### config.mk
export PLATFORM = sky130hd
export DESIGN_NAME = fb_update_scheduler
export DESIGN_NICKNAME = d
export VERILOG_FILES = /design/src/rtl/fb_update_scheduler.sv
export SDC_FILE = /design/constraint.sdc
export NUM_CORES = 1
export LEC_CHECK = 0
export BUFFER_PORTS_ARGS = -buffer_cell sky130_fd_sc_hd__buf_2
export CELL_PAD_IN_SITES_DETAIL_PLACEMENT = 0
export CELL_PAD_IN_SITES_GLOBAL_PLACEMENT = 1
export CORE_MARGIN = 2
export CORE_UTILIZATION = 45
export DETAILED_ROUTE_END_ITERATION = 12
export GPL_TIMING_DRIVEN = 0
export PLACE_DENSITY = 0.84
export SLEW_MARGIN = 20
export SYNTH_ARGS = -nofsm -noshare
export SYNTH_HDL_FRONTEND = slang
export SYNTH_SLANG_ARGS = --single-unit
### constraint.sdc
create_clock -name vga_CLK -period 6.4 [get_ports vga_CLK]
set_input_delay 0 -clock vga_CLK [delete_from_list [all_inputs] [get_ports vga_CLK]]
set_output_delay 0 -clock vga_CLK [all_outputs]
set_load 0.005 [all_outputs]
### src/rtl/fb_update_scheduler.sv
// Frame-buffer write sequencer: queues board-cell requests, tracks turn-panel redraws,
// and streams the selected sprite into the frame buffer one pixel per clock during vblank.
module fb_update_scheduler #(
    parameter int unsigned WIDTH      = 320,
    parameter int unsigned GRID_W     = 15,
    parameter int unsigned BOARD_X0   = 95,
    parameter int unsigned BOARD_Y0   = 24,
    parameter int unsigned CELL_SZ    = 10,
    parameter int unsigned BIG_SZ     = 34,
    parameter int unsigned TRI_X0     = 18,
    parameter int unsigned CIR_X0     = 268,
    parameter int unsigned PANEL_Y0   = 18,
    parameter int unsigned FIFO_DEPTH = 4
) (
    input  logic        vga_CLK,
    input  logic        reset,
    input  logic        vblank,
    input  logic        cell_req,
    input  logic [7:0]  cell_pos,
    input  logic        cell_sym,
    output logic        cell_rdy,
    output logic        cell_err,
    input  logic        turn_req,
    input  logic        turn_val,
    output logic        fb_we,
    output logic [16:0] fb_addr,
    output logic [2:0]  fb_sel,
    output logic [10:0] spr_addr,
    output logic        busy
);

    localparam int unsigned AW = $clog2(FIFO_DEPTH);
    localparam logic [AW:0] PTR_ONE = 1;

    typedef enum logic [2:0] {IDLE, SELECT, CELL, PANEL_T, PANEL_C} state_t;
    state_t state, state_n;

    logic [8:0]  queue_mem [FIFO_DEPTH];
    logic [AW:0] wr_ptr, rd_ptr, wr_ptr_n, rd_ptr_n;
    logic [8:0]  head;
    logic        full, empty, in_range, push, pop;

    logic        turn_pend, turn_v, job_val, take_turn;
    logic [8:0]  x0;
    logic [7:0]  y0;
    logic [5:0]  size, v_off, h_off;
    logic        done;

    logic        start, iss;
    logic [8:0]  start_x, iss_x;
    logic [7:0]  start_y, iss_y;
    logic [5:0]  start_size, iss_size, iss_v, iss_h;
    logic [2:0]  start_sel;

    assign empty    = (wr_ptr == rd_ptr);
    assign full     = (wr_ptr[AW] != rd_ptr[AW]) && (wr_ptr[AW-1:0] == rd_ptr[AW-1:0]);
    assign cell_rdy = !full;
    assign in_range = (cell_pos[7:4] <= 4'd9) && (cell_pos[3:0] <= 4'd9);
    assign push     = cell_req && !full && in_range;
    assign head     = queue_mem[rd_ptr[AW-1:0]];
    assign wr_ptr_n = push ? wr_ptr + PTR_ONE : wr_ptr;
    assign rd_ptr_n = pop  ? rd_ptr + PTR_ONE : rd_ptr;

    always_comb begin
        state_n    = state;
        start      = 1'b0;
        take_turn  = 1'b0;
        pop        = 1'b0;
        start_x    = '0;
        start_y    = '0;
        start_size = '0;
        start_sel  = '0;
        case (state)
            // Incoming requests count too, so SELECT follows acceptance by one cycle.
            IDLE: if (vblank && (turn_pend || !empty || push || turn_req)) state_n = SELECT;
            SELECT: begin
                if (turn_pend) begin
                    take_turn  = 1'b1;
                    start      = 1'b1;
                    state_n    = PANEL_T;
                    start_x    = 9'(TRI_X0);
                    start_y    = 8'(PANEL_Y0);
                    start_size = 6'(BIG_SZ);
                    start_sel  = turn_v ? 3'd3 : 3'd2;
                end else if (!empty) begin
                    pop        = 1'b1;
                    start      = 1'b1;
                    state_n    = CELL;
                    start_x    = 9'(BOARD_X0 + GRID_W * 32'(head[8:5]));
                    start_y    = 8'(BOARD_Y0 + GRID_W * 32'(head[4:1]));
                    start_size = 6'(CELL_SZ);
                    start_sel  = {2'b00, head[0]};
                end else begin
                    state_n = IDLE;
                end
            end
            // The circle panel starts in the cycle the triangle panel's last pixel is shown.
            PANEL_T: if (done) begin
                start      = 1'b1;
                state_n    = PANEL_C;
                start_x    = 9'(CIR_X0);
                start_y    = 8'(PANEL_Y0);
                start_size = 6'(BIG_SZ);
                start_sel  = job_val ? 3'd4 : 3'd5;
            end
            CELL, PANEL_C: if (done) state_n = IDLE;
            default: state_n = IDLE;
        endcase

        iss      = vblank && (start || ((state == CELL || state == PANEL_T || state == PANEL_C) && !done));
        iss_x    = start ? start_x : x0;
        iss_y    = start ? start_y : y0;
        iss_size = start ? start_size : size;
        iss_v    = start ? '0 : v_off;
        iss_h    = start ? '0 : h_off;
    end

    always_ff @(posedge vga_CLK or posedge reset) begin
        if (reset) state <= IDLE;
        else       state <= state_n;
    end

    always_ff @(posedge vga_CLK) begin
        if (push) queue_mem[wr_ptr[AW-1:0]] <= {cell_pos, cell_sym};
    end

    always_ff @(posedge vga_CLK or posedge reset) begin
        if (reset) begin
            wr_ptr    <= '0;
            rd_ptr    <= '0;
            turn_pend <= 1'b0;
            turn_v    <= 1'b0;
            job_val   <= 1'b0;
            x0        <= '0;
            y0        <= '0;
            size      <= '0;
            v_off     <= '0;
            h_off     <= '0;
            done      <= 1'b0;
            fb_we     <= 1'b0;
            fb_addr   <= '0;
            fb_sel    <= '0;
            spr_addr  <= '0;
            cell_err  <= 1'b0;
            busy      <= 1'b0;
        end else begin
            wr_ptr   <= wr_ptr_n;
            rd_ptr   <= rd_ptr_n;
            cell_err <= cell_req && !full && !in_range;
            busy     <= (state_n != IDLE) || (wr_ptr_n != rd_ptr_n) || turn_req || (turn_pend && !take_turn);

            if (turn_req) begin
                turn_pend <= 1'b1;
                turn_v    <= turn_val;
            end else if (take_turn) begin
                turn_pend <= 1'b0;
            end
            if (take_turn) job_val <= turn_v;

            if (start) begin
                x0     <= start_x;
                y0     <= start_y;
                size   <= start_size;
                fb_sel <= start_sel;
                v_off  <= '0;
                h_off  <= '0;
                done   <= 1'b0;
            end

            fb_we <= iss;
            if (iss) begin
                fb_addr  <= 17'((32'(iss_y) + 32'(iss_v)) * WIDTH + 32'(iss_x) + 32'(iss_h));
                spr_addr <= 11'(32'(iss_v) + 32'(iss_h) * 32'(iss_size));
                if (iss_v == iss_size - 6'd1) begin
                    v_off <= '0;
                    h_off <= iss_h + 6'd1;
                    if (iss_h == iss_size - 6'd1) done <= 1'b1;
                end else begin
                    v_off <= iss_v + 6'd1;
                    h_off <= iss_h;
                end
            end
        end
    end

endmodule

==> Yosys cells after proc, flatten, opt, wreduce, memory -nomap -nowiden <==
Memories as Yosys holds them, arrays and structs flattened.
Cells that the tools add are included.
{ "word_totals": {"ff_bits": 82, "ramBits": 36, "inputBits": 15, "mem_count": 1} }
{ "classes": {"add_sub_neg": 11, "mul": 4, "n_lt_le_gt_ge": 2, "eq_ne": 10, "muxes": 51, "n_reduce_logical": 27} }
{ "memory_table": {"columns": ["memory", "words", "word_bits", "read_ports", "rd_ports_with_merged_regs", "wr", "line_no", "source"], "rows": [
  ["queue_mem", 4, 9, 1, 0, 1, "38", "logic [8:0] queue_mem [FIFO_DEPTH];"]
]} }
{ "ops": {"columns": ["operator", "n"], "rows": [
  ["$mux 6", 9],
  ["$mux 9", 4],
  ["$mux 8", 3],
  ["$mux 1", 18],
  ["$mux 3", 6],
  ["$pmux 9 s2", 1],
  ["$add 17x6->17", 1],
  ["$add 17x9->17", 1],
  ["$mul 4x4->8 const A", 2],
  ["$pmux 8 s2", 1],
  ["$add 6x1->6 const B", 2],
  ["$eq 6x6->1", 2],
  ["$pmux 3 s4", 1],
  ["$pmux 6 s2", 1],
  ["$add 6x11->11", 1],
  ["$mul 6x6->11", 1],
  ["$mul 9x3->11 const B", 1],
  ["$add 7x8->9 const A", 1],
  ["$add 8x6->9", 1],
  ["$logic_and 1x1->1", 9],
  ["$logic_or 1x1->1", 9],
  ["$add 5x8->8 const A", 1],
  ["$le 4x4->1 const B", 2],
  ["$add 3x1->3 const B", 2],
  ["other kinds (18)", 25]
]} }

==> Longest topological paths before layout <==
{ "logic_depth": {"word_depth": 14, "ltp_mapped": 28, "ltp_nobuf": 27} }

==> Worst setup path after synthesis <==
OpenSTA, ideal clock, no wires.
{ "synth_timing": {"path_kind": "register to register", "from": "register rd_ptr[0]", "to": "register fb_addr[16]", "t_arrival_ns": 6.389, "required_ns": 6.318, "slack_ns": -0.071, "path_stages_with_launch": 26, "path_buffers": 1, "synth_period_minus_slack_ns": 6.471, "cell_sequence": "dfrtp_1 buf_4 mux4_2 ha_1 inv_1 fa_1 fa_1 inv_1 ha_1 inv_1 fa_1 a21oi_1 o22ai_1 nand2_1 ha_1 a21oi_1 xnor2_1 ha_1 ha_1 or2_0 a311oi_2 o221ai_1 nor4b_2 a311oi_1 or3_1 a31oi_1"} }
{ "synth_between": {"elab_chain_cells": 11} }
{ "synth_rtl": {"columns": ["item", "line_no", "source"], "rows": [
  ["from (decl)", "39", "logic [AW:0] wr_ptr, rd_ptr, wr_ptr_n, rd_ptr_n;"],
  ["from (signal assigned)", "148", "rd_ptr <= rd_ptr_n;"],
  ["$mem_v2 4x9", null, null],
  ["$mul 4x4->8", "90", "start_y = 8'(BOARD_Y0 + GRID_W * 32'(head[4:1]));"],
  ["$add 5x8->8", "90", null],
  ["$mux 8", "85", "end else if (!empty) begin"],
  ["$mux 8", "77", "if (turn_pend) begin"],
  ["$pmux 8 s2", "73", "case (state)"],
  ["$mux 8 (*)", null, null],
  ["net iss_y[4]", "51", "logic [7:0] start_y, iss_y;"],
  ["$add 8x6->9 (*)", "172", "fb_addr <= 17'((32'(iss_y) + 32'(iss_v)) * WIDTH + 32'(iss_x) + 32'(iss_h));"],
  ["$mul 9x3->11 (*)", "172", null],
  ["$add 17x9->17 (*)", "172", null],
  ["$add 17x6->17 (*)", "172", null],
  ["to (signal assigned)", "172", null],
  ["to (decl)", "26", "output logic [16:0] fb_addr,"]
]} }
Mark *: on every way through the listed nets, which the timed path passes. The rest lies on a longest branch.
A chain may end at the register's enable or synchronous reset.

==> Worst setup path after layout <==
Same ends and word-level chain as after synthesis.

==> impl_results.md <==
* Status: finished with violations
* Failing checks: negative setup slack
* Setup Skew at between 0.01 and 0.015 ns
* Number of global-route vias before repair at 5852
* RSZ-0062 raised after global routing: true
* CP required at 6.74 ns
* Die W at 139 µm
* Chip height at roughly 140 µm
* Crit path arrival time at 6.82 ns
* Worst-skew pair later-pin latency at 0.42 ns
* Commonest non-fill, non-tap cell in the layout: nand2_1
* Initial antenna violation count at 0
* Clk sinks at between 100 and 150
* WL met2 at 8.54 mm
* Syn Nets at 922
* F_max at 0.154 GHz
* Synth Instances at 795
* DP Worst Slack at -0.768 ns
* Clock root cell: clkbuf_16
* Die area at 0.0194 mm²
* Port bufs at 49
* Via density at 5.29
* FF-to-FF Start: rd_ptr[0]
* Initial Utilization at 0.457
* Routability cong. at 0.842
* Hold_ws at 0.122 ns
* Area Overhead vs Synth at 20.4%
* Final core utilization at 0.551
* ANT nets after route at 0
* Final Hold Viols at 0
* Share of cells above drive strength 1 at 0.191
* Ant. Diodes at 0
* Min Tclk post-route at 6.48 ns
* First-pass GRT wire length at 30.0 mm
* Max transition margin at 0.435
* Fin crit share at 1.01
* WL final at 18.3 mm
* CP top delay family: adder cells
* Routed vias at 6010
* Post-synth ARST share at 0.695
* CP max stage cell: mux4_2
* Total Nets Final at 1022
* Avg Cell Area, Syn at 10.3 µm²
* Worst-path fanout max at 5
* Clock buffer depth at 2
* Worst reg-to-reg setup slack at -0.08 ns
* Most frequent cells in the layout: 103 x nand2_1, 81 x dfrtp_1, 79 x ha_1, 64 x inv_1, 52 x buf_2
* CTS clk-pin slew, worst paths at 0.06 ns
* GRT Total Usage at 0.195
* Crit. End Element: register
* Placed cells at ~1100
* Post-synthesis sequential area ratio at 0.381
* # H-tree levels at 4
* Fillers at 1582
* Gr ovfl total at 0
* Core footprint at 0.0180 mm²
* Drt pass-1 iters at 5
* Crit path launch type: register
* Synth Register Bits at around 120
* WP buf/inv at 4
* Pwr dens at 581 mW/mm²
* Cell Rows at 49
* Met3 Wirelength at 773 µm
* Maxcap violations at 0
* Initial DRC Count at 366
* Worst-margin pin slew at around 0.85 ns
* Worst r2r dst: fb_addr[16]
* Warnings, synthesis at 0
* Routed met1 length at ~8.7 mm
* Synth cell types at 82
* HP Class: in2async
* Peak supply drop at 0.619 mV
* Largest net degree at the start of global routing at 54
* Setup TNS at -0.0798 ns
* Pleak at 0.00455 µW
* R2R cell count at 25
* Mapped Area at 0.00822 mm²
* Final setup vio count at 1
* Synth Flop Type: dfrtp_1
* Max-slew violation count at 0
* Max incr delay on CP at 0.54 ns
* Post-DP HPWL at 13.4 mm
* Final cell count without fillers at 1137
* WS Path Type: reg2reg
* CTS tree: built
* Drt wl/cell at 16.1 µm
* Post-synth EDFFs at 36
* # DRC at 0
* Setup ws final at -0.0798 ns
* Number of top-level pins at 50
* CTS Buf Count at 17
* Highest routed metal layer: met4
[per-stage QoR]
stage          total power, µW  cell area [µm²]
2_1_floorplan             3460             8220
3_3_place_gp              4110             8750
3_5_place_dp              4150             8780
4_1_cts                   5620             9780
5_1_grt                   6250             9890
6_report                  5740             9890
[cells in the mapped netlist (all sizes together), types with 3 or more instances]
cell	number	area share
a21o	10	0.0091
nand4	3	0.0041
o31ai	3	0.0044
nor2	42	0.020
and3	15	0.011
nand3	12	0.0073
mux2	3	0.0046
buf	6	0.0038
a21oi	32	0.020
dfrtp	82	0.25
o21ai	54	0.033
mux4	9	0.025
ha	86	0.13
xor2	28	0.033
a22o	3	0.0032
nor2b	10	0.0076
o211ai	7	0.0070
or3	3	0.0023
o21a	4	0.0037
a2111oi	3	0.0032
xnor2	48	0.053
nand2b	8	0.0061
edfxtp	36	0.13
nand2	106	0.049
nor4	8	0.011
inv	69	0.032
nor3b	3	0.0041
fa	26	0.063
and2	8	0.0061
clkbuf	18	0.0084
nor3	10	0.0061
o21bai	3	0.0027
[where the power goes]
group,switching [µW],internal [µW]
combinational,2010,1660
sequential,130,985
clock,382,583
[how the worst max path moves through the flow]
| stage | startpoint | end | slack, ns | depth (start not counted) |
|---|---|---|---|---|
| after floorplan | rd_ptr[0] | fb_addr[16] | 0.005 | 25 |
| after global placement | rd_ptr[0] | fb_addr[16] | -0.69 | 25 |
| after detailed placement | rd_ptr[0] | fb_addr[16] | -0.77 | 25 |
| after CTS | rd_ptr[0] | fb_addr[16] | -0.07 | 24 |
| after global routing | rd_ptr[0] | fb_addr[16] | -0.34 | 26 |
| final | rd_ptr[0] | fb_addr[16] | -0.08 | 25 |
[sequential cells by signal, summed over array words and instances (netlist names), 6 cells and up]
register,flops
queue_mem,36
fb_addr,17
spr_addr,11
x0,9
y0,8
h_off,6
size,6
v_off,6
[area by class of cell]
| type | count | area (µm²) | area share |
|---|---|---|---|
| multi-input cells | 584 | 4950 | 0.501 |
| flip-flops and latches | 118 | 3130 | 0.317 |
| repair buffers | 81 | 547 | 0.0553 |
| clock buffers | 18 | 429 | 0.0434 |
| well taps | 229 | 287 | 0.0290 |
| inverters | 69 | 262 | 0.0264 |
| clock inverters | 14 | 164 | 0.0166 |
| plain buffers | 24 | 115 | 0.0116 |
[cells by family after synthesis]
| family | count (synthesis) | synth area share |
|---|---|---|
| xor+xnor | 76 | 0.0860 |
| compound gates | 147 | 0.120 |
| flops | 118 | 0.381 |
| buf+inv | 93 | 0.0437 |
| simple gates | 237 | 0.145 |
| mux | 12 | 0.0292 |
| fa+ha+maj | 112 | 0.194 |
[layer usage]
| metal | up-vias | GRT usage |
|---|---|---|
| met2 | 139 | 0.309 |
| met1 | 2888 | 0.275 |
| met5 | - | 0 |
| met4 | 0 | 0.0585 |
| li1 | 2967 | - |
| met3 | 16 | 0.0331 |
[worst register-to-register path, delay by kind of cell (launching register included)]
kind                       cells  cell delay, ns
and+or+nand+nor                3            0.83
adders and majority gates      8            2.86
buffers and inverters          4            0.27
xor gates and xnor gates       1            0.15
DFF                            1            0.43
AOI/OAI and AO/OA              8            1.32
muxes                          1            0.54
[what timing repair did]
| action | 4_1_cts | 5_1_grt |
|---|---|---|
| gates resized for setup | 35 | 12 |
| hold endpoints to repair | 123 | 0 |
| buffers inserted | 10 | 6 |
| hold buffers | 15 | 0 |
| pin swaps | 12 | 16 |
| endpoints found under the setup margin | 4 | 2 |
Note: power is estimated with default switching activity, not from simulation.
